<file path="src/rtl/l15_noc2_ingress_buffer.sv">
// l15_noc2_ingress_buffer: NoC2-to-L1.5 flit FIFO with message tracking; define L15_NOC2_STORE_FWD_EN for store-and-forward release
module l15_noc2_ingress_buffer #(
  parameter int DATA_WIDTH = 64,
  parameter int DEPTH      = 8,
  parameter int LEN_LSB    = 22,
  parameter int LEN_WIDTH  = 8
) (
  input  logic                          clk,
  input  logic                          rst_n,
  input  logic                          noc2_router_val,
  input  logic [DATA_WIDTH-1:0]         noc2_router_data,
  output logic                          noc2_router_rdy,
  output logic                          noc2_in_val,
  output logic [DATA_WIDTH-1:0]         noc2_in_data,
  input  logic                          noc2_in_rdy,
  output logic [$clog2(DEPTH):0]        buf_occupancy,
  output logic [$clog2(DEPTH):0]        buf_msg_count,
  output logic                          buf_len_err
);
  localparam int AW = $clog2(DEPTH);
  localparam int CW = AW + 1;
  typedef enum logic {HDR, PAY} parse_t;
  logic [DATA_WIDTH-1:0] mem [DEPTH];
  logic [AW-1:0] rd_ptr, wr_ptr;
  logic [CW-1:0] occ, msg;
  parse_t in_st, in_st_nx, out_st, out_st_nx;
  logic [LEN_WIDTH-1:0] in_rem, in_rem_nx, out_rem, out_rem_nx, in_len, out_len;
  logic push, pop, in_tail, out_tail, len_bad;
  assign push = noc2_router_val & noc2_router_rdy;
  assign pop = noc2_in_val & noc2_in_rdy;
  assign noc2_router_rdy = occ != CW'(DEPTH);
  assign noc2_in_data = mem[rd_ptr];
  assign in_len = noc2_router_data[LEN_LSB +: LEN_WIDTH];
  assign out_len = noc2_in_data[LEN_LSB +: LEN_WIDTH];
  assign buf_occupancy = occ;
  assign buf_msg_count = msg;
`ifdef L15_NOC2_STORE_FWD_EN
  assign noc2_in_val = msg != '0;
`else
  assign noc2_in_val = occ != '0;
`endif
  // both parsers share the same rule: a header opens len payload flits, the last one is the tail
  always_comb begin
    in_tail = push & (in_st == HDR ? in_len == '0 : in_rem == LEN_WIDTH'(1));
    in_rem_nx = !push ? in_rem : in_st == HDR ? in_len : in_rem - 1'b1;
    in_st_nx = !push ? in_st : in_tail ? HDR : PAY;
    out_tail = pop & (out_st == HDR ? out_len == '0 : out_rem == LEN_WIDTH'(1));
    out_rem_nx = !pop ? out_rem : out_st == HDR ? out_len : out_rem - 1'b1;
    out_st_nx = !pop ? out_st : out_tail ? HDR : PAY;
    len_bad = push & (in_st == HDR) & (32'(in_len) + 32'd1 > 32'(DEPTH));
  end
  always_ff @(posedge clk or negedge rst_n) begin
    if (!rst_n) begin
      for (int i = 0; i < DEPTH; i++) mem[i] <= '0;
      rd_ptr <= '0;
      wr_ptr <= '0;
      occ <= '0;
      msg <= '0;
      in_st <= HDR;
      out_st <= HDR;
      in_rem <= '0;
      out_rem <= '0;
      buf_len_err <= 1'b0;
    end else begin
      if (push) mem[wr_ptr] <= noc2_router_data;
      wr_ptr <= wr_ptr + AW'(push);
      rd_ptr <= rd_ptr + AW'(pop);
      occ <= occ + CW'(push) - CW'(pop);
      msg <= msg + CW'(in_tail) - CW'(out_tail);
      in_st <= in_st_nx;
      out_st <= out_st_nx;
      in_rem <= in_rem_nx;
      out_rem <= out_rem_nx;
      buf_len_err <= buf_len_err | len_bad;
    end
  end
endmodule

</file>
<file path="config.mk">
export PLATFORM = sky130hd
export DESIGN_NAME = l15_noc2_ingress_buffer
export DESIGN_NICKNAME = d
export VERILOG_FILES = /design/src/rtl/l15_noc2_ingress_buffer.sv
export SDC_FILE = /design/constraint.sdc
export NUM_CORES = 1
export LEC_CHECK = 0
export ABC_AREA = 1
export ABC_CLOCK_PERIOD_IN_PS = 6100
export BUFFER_PORTS_ARGS = -buffer_cell sky130_fd_sc_hd__buf_2
export CAP_MARGIN = 20
export CORE_ASPECT_RATIO = 1.1
export CORE_MARGIN = 10
export CORE_UTILIZATION = 50
export CTS_BUF_LIST = sky130_fd_sc_hd__clkbuf_8
export CTS_CLUSTER_DIAMETER = 60
export DETAILED_ROUTE_END_ITERATION = 8
export GPL_ROUTABILITY_DRIVEN = 0
export PLACE_DENSITY = 0.71
export SETUP_SLACK_MARGIN = 0.15
export SLEW_MARGIN = 20
export SYNTH_ARGS = -nofsm -noshare
export SYNTH_HDL_FRONTEND = slang
export SYNTH_SLANG_ARGS = --single-unit
</file>
<file path="constraint.sdc">
create_clock -name clk -period 6.1 [get_ports clk]
set_input_delay 0.61 -clock clk [delete_from_list [all_inputs] [get_ports clk]]
set_output_delay 0.61 -clock clk [all_outputs]
set_load 0.02 [all_outputs]
</file>
==> impl_metrics.json, run 1 <==
{
  "async_reset_ff_share_pct": 100,
  "area_growth_pct": 10.0,
  "drtAntennaViolNets": 0,
  "max_cap_viol_count": 0,
  "cts_hold_buf": 1,
  "worstMarginPinSlew_ns": 1.10,
  "powerDensity_nw_per_um2": 595,
  "fin_crit_sh_pct": 76.6,
  "drive_gt1_share_pct": 9.93,
  "crit_arrival_ns": 4.06,
  "clk_latency_ns": 0.67,
  "antenna_found_initial": 2,
  "hold_viol": 0,
  "avgSynthCellArea_um2": 8.34,
  "ys.flop_type": "dfrtp_1",
  "grt_usage_pct": 21.8,
  "htreeDepth": 3,
  "worst_slack_ns": 1.43,
  "synth_edf_count": 0,
  "whs_endpoint": "in_rem[3]$_DFFE_PN0P_",
  "hp-class": "input pin to register",
  "grt_max_degree": 193,
  "r2r_slack_ns": 2.14,
  "clock_skew_ns": 0.0255,
  "status": "finished clean",
  "fp.coreArea_um2": 48800,
  "cts.path.max_buffers": 3,
  "slew_violations": 0,
  "cts_num_sinks": 545,
  "die_area_um2": 58500,
  "drt-total-wl_mm": 64.0,
  "cts_root_buffer": "clkbuf_8",
  "clk_pin_slew_ns": 0.06,
  "dp_slack_ns": 2.14,
  "power.leakage_uw": 0.0131,
  "crit_type": "register to primary output",
  "vdd.ir_drop.worst_uv": 336,
  "drc": 0,
  "fin_tns_setup_ns": 0,
  "layout.filler_cells": 4411,
  "cts_tree": "yes",
  "critPathCaptureType": "primary output",
  "portBuffers": 142,
  "fmax_ghz": 0.214,
  "r2r_start": "rd_ptr[0]$_DFF_PN0_",
  "numCtsBuffers": 89,
  "grt-ovfl-total": 0,
  "power.total_uw": 16100,
  "routed_via_density": 5.48,
  "finalInstanceArea_um2": 27100,
  "pin_count": 143,
  "ys_seq_elements": 545,
  "drt_first_pass_iters": 6,
  "post_cts.resized_instances": 0,
  "rsz0062_at_grt": "no",
  "yosysTopAreaCell": "dfrtp_1",
  "dpl.hpwl_mm": 35.1,
  "critPathLaunchType": "register",
  "slew_headroom_pct": 26.8,
  "crit_required_ns": 5.49,
  "yosysSeqAreaShare_pct": 55.4,
  "die_w_um": 232,
  "place_area_um2": 25300,
  "synth_nets": 3039,
  "syn-cell-area_um2": 24600,
  "r2r_cells": 15,
  "worstReg2RegEnd": "buf_msg_count[1]$_DFF_PN0_",
  "netlist.area_leader.share_pct": 55.4,
  "multi_input_area_um2": 9290,
  "synthesis.instances": 2951,
  "synth.distinct_cells": 34,
  "initial_core_util_pct": 50.4,
  "finalSetupViolations": 0,
  "hold_depth": 3,
  "grt_pass1_wl_mm": 105,
  "finalNetCount": 3083,
  "postCtsSetupRepairBufs": 0,
  "synthMostInstantiatedCell": "o21ai_0",
  "rows": 85,
  "seq_area_um2": 13600,
  "dieHeight_um": 253,
  "period_needed_ns": 4.67,
  "synthTopCellsByArea": "dfrtp_1 (55%), o21ai_0 (14%), nand2_1 (9.8%)",
  "synth-warning-count": 0,
  "hold_start": "noc2_router_data[25]",
  "drt_iter0_markers": 1837,
  "vias": 20400,
  "crit_fanout": 122,
  "synthTopCellsByCount": "o21ai_0 (679), nand2_1 (640), dfrtp_1 (545), nor2_1 (406), inv_1 (148)",
  "wire_per_inst_um": 17.2,
  "grt_pass1_vias": 19600
}
## registers in the layout, summed over array words and instances, names as in the netlist
name           count
mem              512
in_rem             8
out_rem            8
buf_msg_count      4
buf_occupancy      4
rd_ptr             3
wr_ptr             3
buf_len_err        1
in_st              1
out_st             1
## critical path, stage by stage (launching register included)
cell and delay [ns]:
dfrtp_4 0.77, inv_6 0.80, buf_4 0.78, nor2_1 0.09
o22ai_1 0.20, nor2_1 0.06, a31oi_1 0.33, buf_2 0.24
## logic make-up (layout without fill, tap and decap cells)
group | after synthesis | count (layout) | synth area share, %
simple gates | 1108 | 1108 | 17.3
compound gates | 901 | 901 | 19.0
flops | 545 | 545 | 55.4
buf+inv | 368 | 478 | 6.84
fa+ha+maj | 20 | 20 | 1.08
xor+xnor | 9 | 9 | 0.320
other cells | 0 | 1 | 0
## routing by layer
metal	vias to the layer above	track usage [%]	routed length [um]
met5	-	0	10
met4	2	7.09	1360
met3	92	4.51	4540
met2	668	35.2	30400
met1	9794	29.0	27700
li1	9802	-	-
## final cells by class
| type | instances | area share (%) |
|---|---|---|
| flip-flops and latches | 545 | 50.4 |
| multi-input cells | 2038 | 34.3 |
| clock buffers | 110 | 5.59 |
| repair buffers | 169 | 3.72 |
| well taps | 652 | 3.01 |
| inverters | 152 | 2.14 |
| clock inverters | 47 | 0.832 |
| diodes | 1 | 0.00924 |
## stage by stage
step	instances	hold WS (ns)	util, %
final	3714	0.228	55.5
after global routing	3714	0.236	55.5
after CTS	3712	0.183	55.4
after detailed placement	3554	0.462	51.8
after global placement	3554	0.461	51.8
after floorplan	2951	0.314	-
## worst max path at each step
stage	start	end	slack, ns	depth (start not counted)
finish	rd_ptr[0]$_DFF_PN0_	noc2_in_data[52]	1.43	7
global route	rd_ptr[0]$_DFF_PN0_	noc2_in_data[51]	1.16	7
CTS	rd_ptr[0]$_DFF_PN0_	noc2_in_data[51]	1.44	7
detailed placement	rd_ptr[0]$_DFF_PN0_	buf_msg_count[2]$_DFF_PN0_	2.14	15
global placement	rd_ptr[0]$_DFF_PN0_	buf_msg_count[1]$_DFF_PN0_	2.18	15
floorplan	buf_occupancy[2]$_DFF_PN0_	buf_occupancy[2]$_DFF_PN0_	3.50	12
## placed cells by master (no fill, tap or decap), drive strengths merged, types with 5 or more instances in the layout
cell / n
a31oi: 56
clkinv: 9
nor2: 406
ha: 18
a21oi: 14
clkbuf: 110
dfrtp: 545
inv: 186
nand4: 9
nand2: 642
o21ai: 763
xor2: 5
buf: 168
o22ai: 60
nand3: 44
nor3: 7
## power breakdown
group          leakage, uW  internal [uW]  total [uW]  switching [uW]
Combinational      0.00524           2280        6770            4490
Sequential         0.00686           5230        6250            1020
Clock              0.00102           1660        3100            1440
Total               0.0131           9160       16100            6960
Power figures use the tool's default switching activity.
==> run 2, diff against run 1 <==
--- a/config.mk
+++ b/config.mk
@@ -5,8 +5,8 @@
 export SDC_FILE = /design/constraint.sdc
 export NUM_CORES = 1
 export LEC_CHECK = 0
-export ABC_AREA = 1
-export ABC_CLOCK_PERIOD_IN_PS = 6100
+export ABC_AREA = 0
+export ABC_CLOCK_PERIOD_IN_PS = 3850
 export BUFFER_PORTS_ARGS = -buffer_cell sky130_fd_sc_hd__buf_2
 export CAP_MARGIN = 20
 export CORE_ASPECT_RATIO = 1.1
@@ -16,7 +16,7 @@
 export CTS_CLUSTER_DIAMETER = 60
 export DETAILED_ROUTE_END_ITERATION = 8
 export GPL_ROUTABILITY_DRIVEN = 0
-export PLACE_DENSITY = 0.71
+export PLACE_DENSITY = 0.74
 export SETUP_SLACK_MARGIN = 0.15
 export SLEW_MARGIN = 20
 export SYNTH_ARGS = -nofsm -noshare
==> constraint.sdc (replaced) <==
create_clock -name clk -period 3.85 [get_ports clk]
set_input_delay 0.385 -clock clk [delete_from_list [all_inputs] [get_ports clk]]
set_output_delay 0.385 -clock clk [all_outputs]
set_load 0.02 [all_outputs]
==> run 2 against run 1 <==
Against the previous run:
- register-to-register slack got worse by 1.6 ns
- synthesized cell count down 48%
- die area is essentially flat
- sequential power grew 65%
- worst setup slack lost 1.1 ns
- routed wire length shrank 16%
- utilization is 2.7 points higher
- cell area is 4.9% higher
- power is 63% higher
- sequential cell count is the same
- largest cell class unchanged
- largest power group unchanged
==> impl_metrics.json, run 2 <==
{
  "vdd.ir_drop.worst_uv": 503,
  "synth-xor-area-share_pct": 0.249,
  "finalInstanceArea_um2": 28400,
  "synth_top_family_by_area": "multiplexers",
  "rsz0062_at_grt": "no",
  "htreeDepth": 3,
  "r2r_cells": 11,
  "critPathCaptureType": "primary output",
  "cts_root_buffer": "clkbuf_8",
  "synthMostInstantiatedCell": "dfrtp_1",
  "cts_num_sinks": 545,
  "grt_max_degree": 98,
  "postCtsSetupRepairBufs": 0,
  "drc": 0,
  "whs_endpoint": "mem[124]$_DFFE_PN0P_",
  "synth.distinct_cells": 46,
  "synth_compound_area_share_pct": 1.26,
  "initial_core_util_pct": 50.4,
  "cts.path.max_buffers": 3,
  "dieHeight_um": 253,
  "die_w_um": 232,
  "slew_headroom_pct": 48.1,
  "fin_tns_setup_ns": 0,
  "clock_skew_ns": 0.0189,
  "critPathLaunchType": "register",
  "r2r_start": "rd_ptr[0]$_DFF_PN0_",
  "powerDensity_nw_per_um2": 925,
  "fmax_ghz": 0.284,
  "max_stage_delay_ns": 0.58,
  "grt_usage_pct": 18.8,
  "yosysSeqAreaShare_pct": 55.4,
  "hp-class": "input pin to register",
  "crit_required_ns": 3.46,
  "async_reset_ff_share_pct": 100,
  "pin_count": 143,
  "synth-simple-area-share_pct": 1.55,
  "worstReg2RegEnd": "buf_msg_count[2]$_DFF_PN0_",
  "crit_chain": "buf_4 > buf_6 > mux4_2 > mux2_2 > buf_2",
  "dpl.hpwl_mm": 31.4,
  "hold_start": "noc2_router_data[60]",
  "routed_via_density": 5.67,
  "drt_first_pass_iters": 6,
  "crit_buf_inv": 3,
  "r2r_slack_ns": 0.53,
  "top_regs": "mem: 512 flops, in_rem: 8 flops, out_rem: 8 flops",
  "portBuffers": 142,
  "avgSynthCellArea_um2": 16.1,
  "drive_gt1_share_pct": 28.8,
  "crit_family": "buffers and inverters",
  "synthesis.instances": 1529,
  "instances_no_fill": 2455,
  "mostFrequentLayoutCell": "dfrtp_1",
  "ys.flop_type": "dfrtp_1",
  "period_needed_ns": 3.52,
  "crit_type": "register to primary output",
  "place_area_um2": 26200,
  "hold_viol": 0,
  "dp.cells": 2258,
  "die_area_um2": 58500,
  "numCtsBuffers": 88,
  "synth_nets": 1617,
  "finalSetupViolations": 0,
  "largest_reg_flops": 512,
  "finalNetCount": 1822,
  "clk_pin_slew_ns": 0.06,
  "status": "finished clean",
  "synth_fa_ha_area_share_pct": 1.08,
  "antenna_found_initial": 3,
  "crit_arrival_ns": 3.13,
  "synth_edf_count": 0,
  "drt_iter0_markers": 626,
  "synthMuxAreaShare_pct": 38.1,
  "netlist.area_leader.share_pct": 55.4,
  "grt_pass1_wl_mm": 87.2,
  "holdWs_ns": 0.0541,
  "grt_pass1_vias": 15500,
  "drt-total-wl_mm": 53.5,
  "crit_fanout": 40,
  "slew_violations": 0,
  "synthTopCellsByCount": "dfrtp_1 (545), mux2_1 (499), mux4_2 (128), mux2_2 (74), buf_2 (63)",
  "synth-warning-count": 0,
  "fin_crit_sh_pct": 91.3,
  "wire_per_inst_um": 21.8,
  "grt-ovfl-total": 0,
  "cts_tree": "yes",
  "max_cap_viol_count": 0,
  "area_growth_pct": 15.4,
  "most-common-layout-cells": "dfrtp_1 (542), mux2_1 (499), buf_2 (141)",
  "rows": 85,
  "worstMarginPinSlew_ns": 0.779,
  "yosysTopAreaCell": "dfrtp_1",
  "fp.coreArea_um2": 48800,
  "drtAntennaViolNets": 0,
  "power.leakage_uw": 0.0125,
  "synthTopCellsByArea": "dfrtp_1 (55%), mux2_1 (23%), mux4_2 (12%)",
  "clk_latency_ns": 0.66,
  "ys_seq_elements": 545,
  "slowest_stage": "buf_4",
  "vias": 13900,
  "syn-cell-area_um2": 24600,
  "top_register": "mem",
  "hold_depth": 2
}
-- run 2: cell types whose count changed in the layout (fill, tap and decap cells not counted), moves of 40 or more --
cell,change
inv_1,-128
a31oi_1,-55
mux2_1,+499
mux2_2,+74
nand3_1,-40
nor2_1,-391
o22ai_1,-55
o21ai_0,-669
mux4_2,+128
nand2_1,-619
o21ai_1,-79
-- run 2: worst max-delay path by stage --
stage | startpoint | end | slack, ns | cells past startpoint
after global placement | rd_ptr[0]$_DFF_PN0_ | buf_msg_count[1]$_DFF_PN0_ | 0.53 | 11
after floorplan | rd_ptr[0]$_DFF_PN0_ | buf_msg_count[2]$_DFF_PN0_ | 0.84 | 12
after CTS | rd_ptr[1]$_DFF_PN0_ | noc2_in_data[10] | 0.26 | 5
final | rd_ptr[1]$_DFF_PN0_ | noc2_in_data[10] | 0.33 | 5
after detailed placement | rd_ptr[0]$_DFF_PN0_ | buf_msg_count[2]$_DFF_PN0_ | 0.52 | 11
after global routing | rd_ptr[1]$_DFF_PN0_ | noc2_in_data[10] | 0.20 | 5
-- run 2: layout make-up --
type                            instances  area, um2
Antenna cell                            3       7.51
Clock buffer                          113       1560
Clock inverter                         43        305
Fill cell                            3685      20400
Inverter                               23       86.3
Multi-Input combinational cell        857      10400
Sequential cell                       545      13600
Tap cell                              652        816
Timing Repair Buffer                  219       1560
-- run 2: layer usage --
metal	up-vias	wire length, um	track usage, %
met1	7521	23100	23.7
met5	-	14	0
met2	206	27300	32.2
li1	6114	-	-
met4	2	1150	6.58
met3	76	1990	3.41
-- run 2: kinds of logic (layout without fill, tap and decap cells) --
group / after synthesis / count (layout)
multiplexers: 704 / 704
flip-flops: 545 / 545
buffers and inverters: 127 / 398
AND/OR/NAND/NOR: 73 / 73
AO/OA/AOI/OAI: 53 / 53
adder cells (fa/ha/maj): 20 / 20
XOR/XNOR: 7 / 7
other: 0 / 3
-- run 2: stage by stage --
step                worst slack (ns)  utilization, %  total power [uW]
global placement               0.531            53.6             20900
CTS                            0.263            58.2             26700
finish                         0.333            58.2             26300
global route                   0.199            58.2             28000
detailed placement             0.522            53.6             21400
floorplan                      0.842               -             18000
-- run 2: where the power goes --
group | total (uW) | switching (uW) | internal, uW
Clock | 5170 | 2220 | 2950
Combinational | 10800 | 5140 | 5680
Sequential | 10300 | 1620 | 8650
-- run 2: worst register-to-register path: cells and delay by family, from the launching register on --
| family | cells | cell delay, ns |
|---|---|---|
| fa+ha+maj | 3 | 0.81 |
| flops | 1 | 0.67 |
| buf+inv | 2 | 0.11 |
| compound gates | 1 | 0.18 |
| xor+xnor | 1 | 0.13 |
| mux | 2 | 0.87 |
| simple gates | 2 | 0.42 |
-- run 2: what timing repair did --
action | in CTS | in global routing
hold buffers | 38 | 0
endpoints found under the setup margin | 20 | 0
resized for setup | 1 | 0
hold endpoints to repair | 245 | 0
